===== config.mk =====
export PLATFORM = sky130hd
export DESIGN_NAME = eeg_bandpower_accum
export DESIGN_NICKNAME = d
export VERILOG_FILES = /design/src/rtl/eeg_bandpower_accum.sv
export SDC_FILE = /design/constraint.sdc
export NUM_CORES = 2
export LEC_CHECK = 0
export CAP_MARGIN = 20
export CORE_MARGIN = 4
export CORE_UTILIZATION = 57
export DETAILED_ROUTE_END_ITERATION = 12
export PLACE_DENSITY_LB_ADDON = 0.15
export SYNTH_ARGS = -nofsm -noshare
export SYNTH_HDL_FRONTEND = slang
export SYNTH_SLANG_ARGS = --single-unit

===== constraint.sdc =====
create_clock -name clk -period 5.5 [get_ports clk]
set_input_delay 1.375 -clock clk [delete_from_list [all_inputs] [get_ports clk]]
set_output_delay 1.375 -clock clk [all_outputs]
set_load 0.1 [all_outputs]

===== src/rtl/eeg_bandpower_accum.sv =====
// Per-channel band-power integrator: squares channel-interleaved samples, integrates them
// over 2^WIN_LOG2-sample windows and queues each window's mean-square power in a FWFT FIFO.
module eeg_bandpower_accum #(
  parameter int N_CH       = 8,
  parameter int CH_W       = 3,
  parameter int DATA_W     = 24,
  parameter int IN_W       = 16,
  parameter int WIN_LOG2   = 6,
  parameter int POW_W      = 32,
  parameter int SAT_THRESH = 32767,
  parameter int FREEZE_CYC = 256,
  parameter int OUT_DEPTH  = 4
) (
  input  logic              clk,
  input  logic              rst_n,
  input  logic [DATA_W-1:0] sample_in,
  input  logic [CH_W-1:0]   sample_ch,
  input  logic              sample_valid,
  output logic [POW_W-1:0]  pow_out,
  output logic [CH_W-1:0]   pow_ch,
  output logic              pow_valid,
  input  logic              pow_ready,
  output logic              sat_freeze,
  output logic              overrun
);

  localparam int SQ_W  = 2 * IN_W;
  localparam int ACC_W = SQ_W + WIN_LOG2;
  localparam int CMP_W = (ACC_W > POW_W) ? ACC_W : POW_W;
  localparam int PTR_W = (OUT_DEPTH > 1) ? $clog2(OUT_DEPTH) : 1;
  localparam int FRZ_W = (FREEZE_CYC > 1) ? $clog2(FREEZE_CYC) : 1;

  typedef enum logic {RUN, FREEZE} sat_state_e;

  // ---------------- input qualification and saturation detect ----------------
  logic signed [IN_W-1:0] x_in;
  logic signed [IN_W:0]   x_wide;
  logic [IN_W:0]          mag_in;
  logic                   in_range, sat_event, accept;

  assign x_in      = signed'(sample_in[DATA_W-1 -: IN_W]);
  assign x_wide    = (IN_W+1)'(x_in);
  // One extra bit so the most negative code reports its true magnitude.
  assign mag_in    = x_wide[IN_W] ? unsigned'(-x_wide) : unsigned'(x_wide);
  assign in_range  = ({1'b0, sample_ch} < (CH_W+1)'(N_CH));
  assign sat_event = sample_valid & in_range & (mag_in >= (IN_W+1)'(SAT_THRESH));
  assign accept    = sample_valid & in_range & ~sat_freeze;

  if (DATA_W > IN_W) begin : g_lsb
    logic unused_lsb;
    assign unused_lsb = ^sample_in[DATA_W-IN_W-1:0];
  end

  // ---------------- S1 / S2: capture and square ----------------
  logic signed [IN_W-1:0] x1;
  logic [CH_W-1:0]        ch1, ch2;
  logic                   v1, v2;
  logic signed [SQ_W-1:0] x1_ext, prod1;
  logic [SQ_W-1:0]        sq2;

  assign x1_ext = SQ_W'(x1);
  assign prod1  = x1_ext * x1_ext;

  // NOTE: sequential state uses non-blocking (<=) so every flop samples pre-edge values.
  always_ff @(posedge clk or negedge rst_n) begin
    if (!rst_n) begin
      v1  <= 1'b0;
      x1  <= '0;
      ch1 <= '0;
      v2  <= 1'b0;
      sq2 <= '0;
      ch2 <= '0;
    end else begin
      v1  <= accept & ~sat_event;
      x1  <= x_in;
      ch1 <= sample_ch;
      v2  <= v1 & ~sat_event;
      sq2 <= unsigned'(prod1);
      ch2 <= ch1;
    end
  end

  // ---------------- S3: per-channel accumulate ----------------
  logic [ACC_W-1:0]    acc [N_CH];
  logic [WIN_LOG2-1:0] cnt [N_CH];
  logic [ACC_W-1:0]    acc_sel, acc_final, acc_shift;
  logic [WIN_LOG2-1:0] cnt_sel;
  logic [CMP_W-1:0]    shift_ext;
  logic [POW_W-1:0]    win_pow;
  logic                win_done;

  // NOTE: every always_comb output gets a default first so no latch can be inferred.
  always_comb begin
    acc_sel = '0;
    cnt_sel = '0;
    for (int i = 0; i < N_CH; i++) begin
      if (ch2 == CH_W'(i)) begin
        acc_sel = acc[i];
        cnt_sel = cnt[i];
      end
    end
  end

  // Reading the register file combinationally makes same-channel back-to-back updates see
  // the previous cycle's result without a separate bypass.
  assign acc_final = acc_sel + ACC_W'(sq2);
  assign win_done  = v2 & (cnt_sel == '1) & ~sat_event;
  assign acc_shift = acc_final >> WIN_LOG2;
  assign shift_ext = CMP_W'(acc_shift);
  assign win_pow   = (shift_ext > CMP_W'({POW_W{1'b1}})) ? '1 : POW_W'(shift_ext);

  always_ff @(posedge clk or negedge rst_n) begin
    if (!rst_n) begin
      for (int i = 0; i < N_CH; i++) begin
        acc[i] <= '0;
        cnt[i] <= '0;
      end
    end else begin
      for (int i = 0; i < N_CH; i++) begin
        if (sat_event) begin
          acc[i] <= '0;
          cnt[i] <= '0;
        end else if (v2 && ch2 == CH_W'(i)) begin
          cnt[i] <= cnt_sel + 1'b1;
          acc[i] <= win_done ? '0 : acc_final;
        end
      end
    end
  end

  // ---------------- output FIFO (first-word fall-through) ----------------
  logic [POW_W-1:0] fifo_pow [OUT_DEPTH];
  logic [CH_W-1:0]  fifo_ch  [OUT_DEPTH];
  logic [PTR_W-1:0] wr_ptr, rd_ptr;
  logic [PTR_W:0]   fifo_cnt;
  logic             full, pop, do_push;

  function automatic logic [PTR_W-1:0] ptr_inc(input logic [PTR_W-1:0] p);
    return (p == PTR_W'(OUT_DEPTH - 1)) ? '0 : p + 1'b1;
  endfunction

  assign full    = (fifo_cnt == (PTR_W+1)'(OUT_DEPTH));
  assign pop     = pow_valid & pow_ready;
  assign do_push = win_done & (~full | pop);

  always_ff @(posedge clk or negedge rst_n) begin
    if (!rst_n) begin
      wr_ptr   <= '0;
      rd_ptr   <= '0;
      fifo_cnt <= '0;
      overrun  <= 1'b0;
    end else begin
      overrun <= win_done & full & ~pop;
      if (do_push) wr_ptr <= ptr_inc(wr_ptr);
      if (pop)     rd_ptr <= ptr_inc(rd_ptr);
      case ({do_push, pop})
        2'b10:   fifo_cnt <= fifo_cnt + 1'b1;
        2'b01:   fifo_cnt <= fifo_cnt - 1'b1;
        default: fifo_cnt <= fifo_cnt;
      endcase
    end
  end

  // NOTE: storage array has no reset; the outputs below are gated by pow_valid instead.
  always_ff @(posedge clk) begin
    if (do_push) begin
      fifo_pow[wr_ptr] <= win_pow;
      fifo_ch[wr_ptr]  <= ch2;
    end
  end

  assign pow_valid = (fifo_cnt != '0);
  assign pow_out   = pow_valid ? fifo_pow[rd_ptr] : '0;
  assign pow_ch    = pow_valid ? fifo_ch[rd_ptr]  : '0;

  // ---------------- saturation guard ----------------
  sat_state_e       state, state_nx;
  logic [FRZ_W-1:0] frz_cnt;

  always_ff @(posedge clk or negedge rst_n) begin
    if (!rst_n) state <= RUN;
    else        state <= state_nx;
  end

  always_comb begin
    state_nx = state;
    case (state)
      RUN:     if (sat_event) state_nx = FREEZE;
      FREEZE:  if (!sat_event && frz_cnt == '0) state_nx = RUN;
      default: state_nx = RUN;
    endcase
  end

  always_comb begin
    sat_freeze = (state == FREEZE);
  end

  always_ff @(posedge clk or negedge rst_n) begin
    if (!rst_n) begin
      frz_cnt <= '0;
    end else if (sat_event) begin
      frz_cnt <= FRZ_W'(FREEZE_CYC - 1);
    end else if (state == FREEZE && frz_cnt != '0) begin
      frz_cnt <= frz_cnt - 1'b1;
    end
  end

endmodule


* After elaboration in Yosys (flattened, before gate mapping)
Memories as Yosys holds them, arrays and structs flattened. Index checks and enable logic that the tools add are counted.
Storage, ports and cells: register bits after elaboration 425, memories kept 2, output and inout bits 38, RAM bits 140
Memories:
- fifo_pow | words 4, bits a word 32, read ports 1, clocked after Yosys merged registers in 0, write ports 1, RTL line 132 | logic [POW_W-1:0] fifo_pow [OUT_DEPTH];
- fifo_ch | words 4, bits a word 3, read ports 1, clocked after Yosys merged registers in 0, write ports 1, RTL line 133 | logic [CH_W-1:0] fifo_ch [OUT_DEPTH];
Operators by class: bitwise gates (word level) 15, $mul 1, $add $sub $neg 8, muxes and demuxes 63, reductions and logical operators 25, equal/unequal tests 13, order comparisons 2
Operator list (count):
- $mux W38 | 25
- $mux W6 | 24
- $mux W32 | 2
- $add A38 B32 Y38 | 1
- $gt A32 B32 Y1 const B | 1
- $mul A16 B16 Y32 | 1
- $reduce_bool A2 Y1 | 10
- $ge A17 B15 Y1 const B | 1
- $mux W17 | 1
- $neg A16 Y17 | 1
- $mux W8 | 2
- $eq A3 B3 Y1 const B | 5
- $and A1 B1 Y1 | 10
- $logic_and A1 B1 Y1 | 10
- $logic_not A8 Y1 | 1
- $reduce_bool A8 Y1 | 1
- $sub A8 B1 Y8 const B | 1
- $add A6 B1 Y6 const B | 1
- $eq A2 B2 Y1 const B | 3
- $eq A3 B2 Y1 const B | 2
- $eq A6 B6 Y1 const B | 1
- $pmux W3 S2 | 1
- $add A2 B1 Y2 const B | 2
- $mux W1 | 4
- 12 further kinds | 16

* Depth between registers and ports, before layout
depth after elaboration 15, gate-level depth with buffers 25, mapped depth without buffers 24

* Least setup slack after synthesis
OpenSTA, ideal clock, no wires.
path kind reg2reg, start point reg x1[15], end point reg sq2[31], arrival time 6.008 ns, buffers on the path 2, cell stages (with the launch flop) 25, period minus slack after synthesis 6.088 ns, setup slack -0.588 ns, path through dfrtp_1 > clkbuf_1 > clkbuf_1 > nand2_1 > fa_1 > inv_1 > fa_1 > inv_1 > fa_1 > inv_1 > fa_1 > fa_1 > inv_1 > fa_1 > inv_1 > ha_1 > nand2_1 > nor2_1 > and3_1 > a21oi_1 > o31ai_1 > or4_1 > a31o_2 > a21oi_1 > xnor2_1
On the way: longest elaborated chain between the ends 1
RTL lines:
- from (decl) | RTL line 55 | logic signed [IN_W-1:0] x1;
- from (signal assigned) | RTL line 75 | x1 <= x_in;
- $mul A16 B16 Y32 | RTL line 62 | assign prod1 = x1_ext * x1_ext;
- net prod1[31] | RTL line 58 | logic signed [SQ_W-1:0] x1_ext, prod1;
- to (signal assigned) | RTL line 78 | sq2 <= unsigned'(prod1);
- to (decl) | RTL line 59 | logic [SQ_W-1:0] sq2;
The timed path passes the listed nets, and every way through them passes these cells. A chain may end at the register's enable or synchronous reset.

* Worst setup path in the final report
start point reg x1[13], end point reg sq2[31]
The elaborated chain is that of the path after synthesis.

==> impl_summary.txt <==
----------------------------------------------------
[CTS]
  Cell at the root of the clock tree ... sky130_fd_sc_hd__clkbuf_16
  # hold bufs at CTS ... 0
  Clock transition at the registers of the reported paths ... 60 ps
  TritonCTS Buffers ... 57
  CTS max path bufs ... 3
  CTS sink cnt ... about 560
  Maximum level of the CTS H-tree ... 2
  Insertion delay of the later-clocked pin in the worst-skew pair ... 640 ps
  Clock tree from TritonCTS ... yes

[Finish]
  Syn-to-layout area delta ... 18.2%
  Commonest cells after routing, fill and taps aside ... sky130_fd_sc_hd__dfrtp_1 (409), sky130_fd_sc_hd__nand2_1 (355), sky130_fd_sc_hd__buf_4 (332), sky130_fd_sc_hd__inv_1 (322), sky130_fd_sc_hd__o21ai_0 (227)
  Summed area of non-filler cells in the final layout ... just over 40000 µm²
  Register Area ... 14800 µm²
  Most common cell after layout, fill and taps aside ... sky130_fd_sc_hd__dfrtp_1
  Area used by multi-input combinational logic ... roughly 18000 µm²
  Layout cell share with drive strength beyond 1 ... 0.214
  Net total in the final layout ... 3825
  Inserted Diodes ... 0
  Fin util ... 0.683
  Layout filler cell count ... about 4300

[Routing]
  Post-route DRC ... 0
  DRC marker count from the first detailed-route iteration ... between 2000 and 2500
  Remaining number of nets flagged by the antenna check after routing ... 0
  First-pass detailed-route iteration total ... 7
  Sum of routed wire length over all layers ... about 91000 µm
  Routed vias/inst ... 5.93
  Total vias in the final route ... 25200
  Average routed wire per standard cell ... 21.4 µm

[Floorplanning]
  Chip Width ... 253 µm
  Total core area ... 59100 µm²
  Die Ht ... 253 µm
  Die Area ... roughly 64000 µm²
  I/O pin count ... 69
  Floorplan row count ... 89
  Starting density of the core ... 0.578

[Yosys]
  Async set or reset register ratio after synthesis ... 0.752
  Yosys synthesis warning count ... 0
  Cells after synthesis ... 3132
  Avg Cell Area, Syn ... 10.9 µm²
  Fraction of the yosys area taken by sequential cells ... 0.434
  Synthesis-stage register bit count ... 564
  Syn Std Cell Area ... around 34000 µm²
  Post-synth net total ... 3527
  Netlist cell types ... between 70 and 80
  Top flip-flop cell by instance count after synthesis ... sky130_fd_sc_hd__dfrtp_1
  Number of enable-type register cells in the synthesized netlist ... 140

[Run status]
  Status ... finished, violations left
  Failing checks ... negative setup slack

[Setup path]
  Critical path start-end classification ... register to register
  Worst Path Required ... 6030 ps
  Arrival time worst endpoint ... 6470 ps
  Largest fanout on the critical path ... 6
  Critical Path End Type ... register
  Category of the worst setup path launch point ... register

[STA]
  Unrepaired setup endpoints after global routing ... yes
  Final Setup Violations ... 11
  Largest clock skew in the final design ... 36.6 ps
  Period minus WS final ... 5940 ps
  Slew Limit Fails ... 0
  Fin. Hold Viols ... 0
  Timing-limited maximum frequency ... 168 MHz
  Setup TNS Final ... -1990 ps
  Period Utilization, post-route ... 1.08
  Worst slew margin relative to its limit ... 0.207
  Transition time at the pin with the least slew margin ... about 1200 ps
  Post-route setup slack ... -439 ps
  Final-layout worst hold slack ... 363 ps

[Global route]
  Overall fraction of global-route tracks in use ... 0.287
  Remaining Overflow, GRT ... 0
  Maximum number of pins on one net before global-route repair ... 118
  Vias in the first global route ... between 20000 and 30000
  Global-route wire length before repair ... 146000 µm
  Initial antenna violation count ... 0

[Power and ir drop]
  Peak VDD IR ... ~0.76 mV
  PwrDens ... approximately 670 nW/µm²
  LEAKAGE ... 18.8 nW

[Placement]
  Port Buffer Count ... 60
  Total placed instance area ... 37600 µm²
  Placer's final routability congestion estimate ... between 0.9 and 1
  Post-DP HPWL ... 63300 µm

[Hold path]
  Worst Hold Class ... register to register

[Flow run]
  Max Cap Viol ... 0

----------------------------------------------------
-- state kept, by name (all words and copies together), names as in the netlist, 2 cells and up --
signal / flops
cnt: 48
sq2: 31
rd_ptr: 2
wr_ptr: 2
acc: 304
fifo_pow: 128
frz_cnt: 8
ch1: 3
fifo_cnt: 3
fifo_ch: 12
ch2: 3
x1: 16
-- synth_stat cells, drive strengths merged, types with 23 or more instances --
library cell / instances / area (µm²)
edfxtp: 140 / 4200
o21ai: 233 / 1170
clkbuf: 117 / 439
buf: 48 / 254
a21oi: 143 / 734
xor2: 31 / 279
a21o: 37 / 278
ha: 130 / 1630
inv: 338 / 1270
a221oi: 23 / 201
dfrtp: 424 / 10600
fa: 234 / 4680
and2: 94 / 588
o22ai: 39 / 244
mux4: 56 / 1260
mux2i: 33 / 330
nand2: 367 / 1380
nand3: 58 / 290
nor2: 144 / 561
a22o: 88 / 771
xnor2: 63 / 559
mux2: 66 / 743
-- where the power goes --
| group | switching, mW | internal, mW | total, mW |
|---|---|---|---|
| clock network | 1.69 | 2.21 | 3.90 |
| logic | 9.26 | 8.43 | 17.7 |
| registers | 0.315 | 5.15 | 5.46 |
| total | 11.3 | 15.8 | 27.0 |
-- what timing repair did --
action	in CTS	in global routing
cloned	0	1
gates resized for setup	68	64
setup buffers	28	15
pin swaps	19	42
setup endpoints to repair	17	23
-- worst max-delay path: stages, from the launching register on --
cell                      delay [ps]
sky130_fd_sc_hd__dfrtp_2         460
sky130_fd_sc_hd__buf_2           180
sky130_fd_sc_hd__and2_1          180
sky130_fd_sc_hd__ha_1            330
sky130_fd_sc_hd__xor2_2          200
sky130_fd_sc_hd__fa_2            430
sky130_fd_sc_hd__fa_2            590
sky130_fd_sc_hd__inv_2            40
sky130_fd_sc_hd__fa_2            460
sky130_fd_sc_hd__fa_1            490
sky130_fd_sc_hd__inv_1            50
sky130_fd_sc_hd__fa_1            470
sky130_fd_sc_hd__inv_1            40
sky130_fd_sc_hd__ha_1            180
sky130_fd_sc_hd__a21o_1          200
sky130_fd_sc_hd__a21oi_4         200
sky130_fd_sc_hd__nand3_2         120
sky130_fd_sc_hd__a21oi_4         200
sky130_fd_sc_hd__o31ai_2         100
sky130_fd_sc_hd__or4_4           430
sky130_fd_sc_hd__a31o_2          220
sky130_fd_sc_hd__a21oi_2         120
sky130_fd_sc_hd__xnor2_1         130
-- final timing paths --
| kind | start | endpoint | slack (ps) | depth (start not counted) |
|---|---|---|---|---|
| setup / recovery | x1[13] | sq2[31] | -440 | 22 |
| hold / removal | ch1[1] | ch2[1] | 360 | 0 |
| setup reg to reg | x1[13] | sq2[31] | -440 | 22 |
| hold reg to reg | ch1[1] | ch2[1] | 360 | 0 |
| max in group asynchronous | rst_n | x1[13] | 3490 | 2 |
| min in group asynchronous | rst_n | cnt[27] | 840 | 1 |
-- metal layers --
layer | vias to the layer above | share of wire | GRT usage
met5 | - | 0 | 0
met4 | 0 | 0.037 | 0.0972
met3 | 217 | 0.064 | 0.0438
met2 | 923 | 0.50 | 0.496
met1 | 12700 | 0.40 | 0.376
li1 | 11300 | - | -
-- cells by family (layout without fill, tap and decap cells) --
logic type,Yosys count,in the layout,share of synthesized area
AOI/OAI and AO/OA,689,689,0.129
xor gates and xnor gates,94,94,0.0245
adders and majority gates,364,364,0.185
buffers and inverters,503,846,0.0574
DFF,564,564,0.434
muxes,155,155,0.0683
and+or+nand+nor,763,763,0.102
-- cell type report --
type | count | area share
well taps | 773 | 0.0240
inverters | 338 | 0.0315
clock buffers | 75 | 0.0390
clock inverters | 29 | 0.00765
repair buffers | 404 | 0.0858
multi-input cells | 2065 | 0.445
flip-flops and latches | 564 | 0.367
-- metrics by stage --
step | power [mW] | instances | setup slack (ps)
after floorplan | 15.4 | 3132 | -213
after global placement | 20.3 | 4096 | -557
after detailed placement | 20.9 | 4096 | -637
after CTS | 25.7 | 4228 | -463
after global routing | 29.2 | 4248 | -610
final | 27.0 | 4248 | -439
Note: power is estimated with default switching activity, not from simulation.
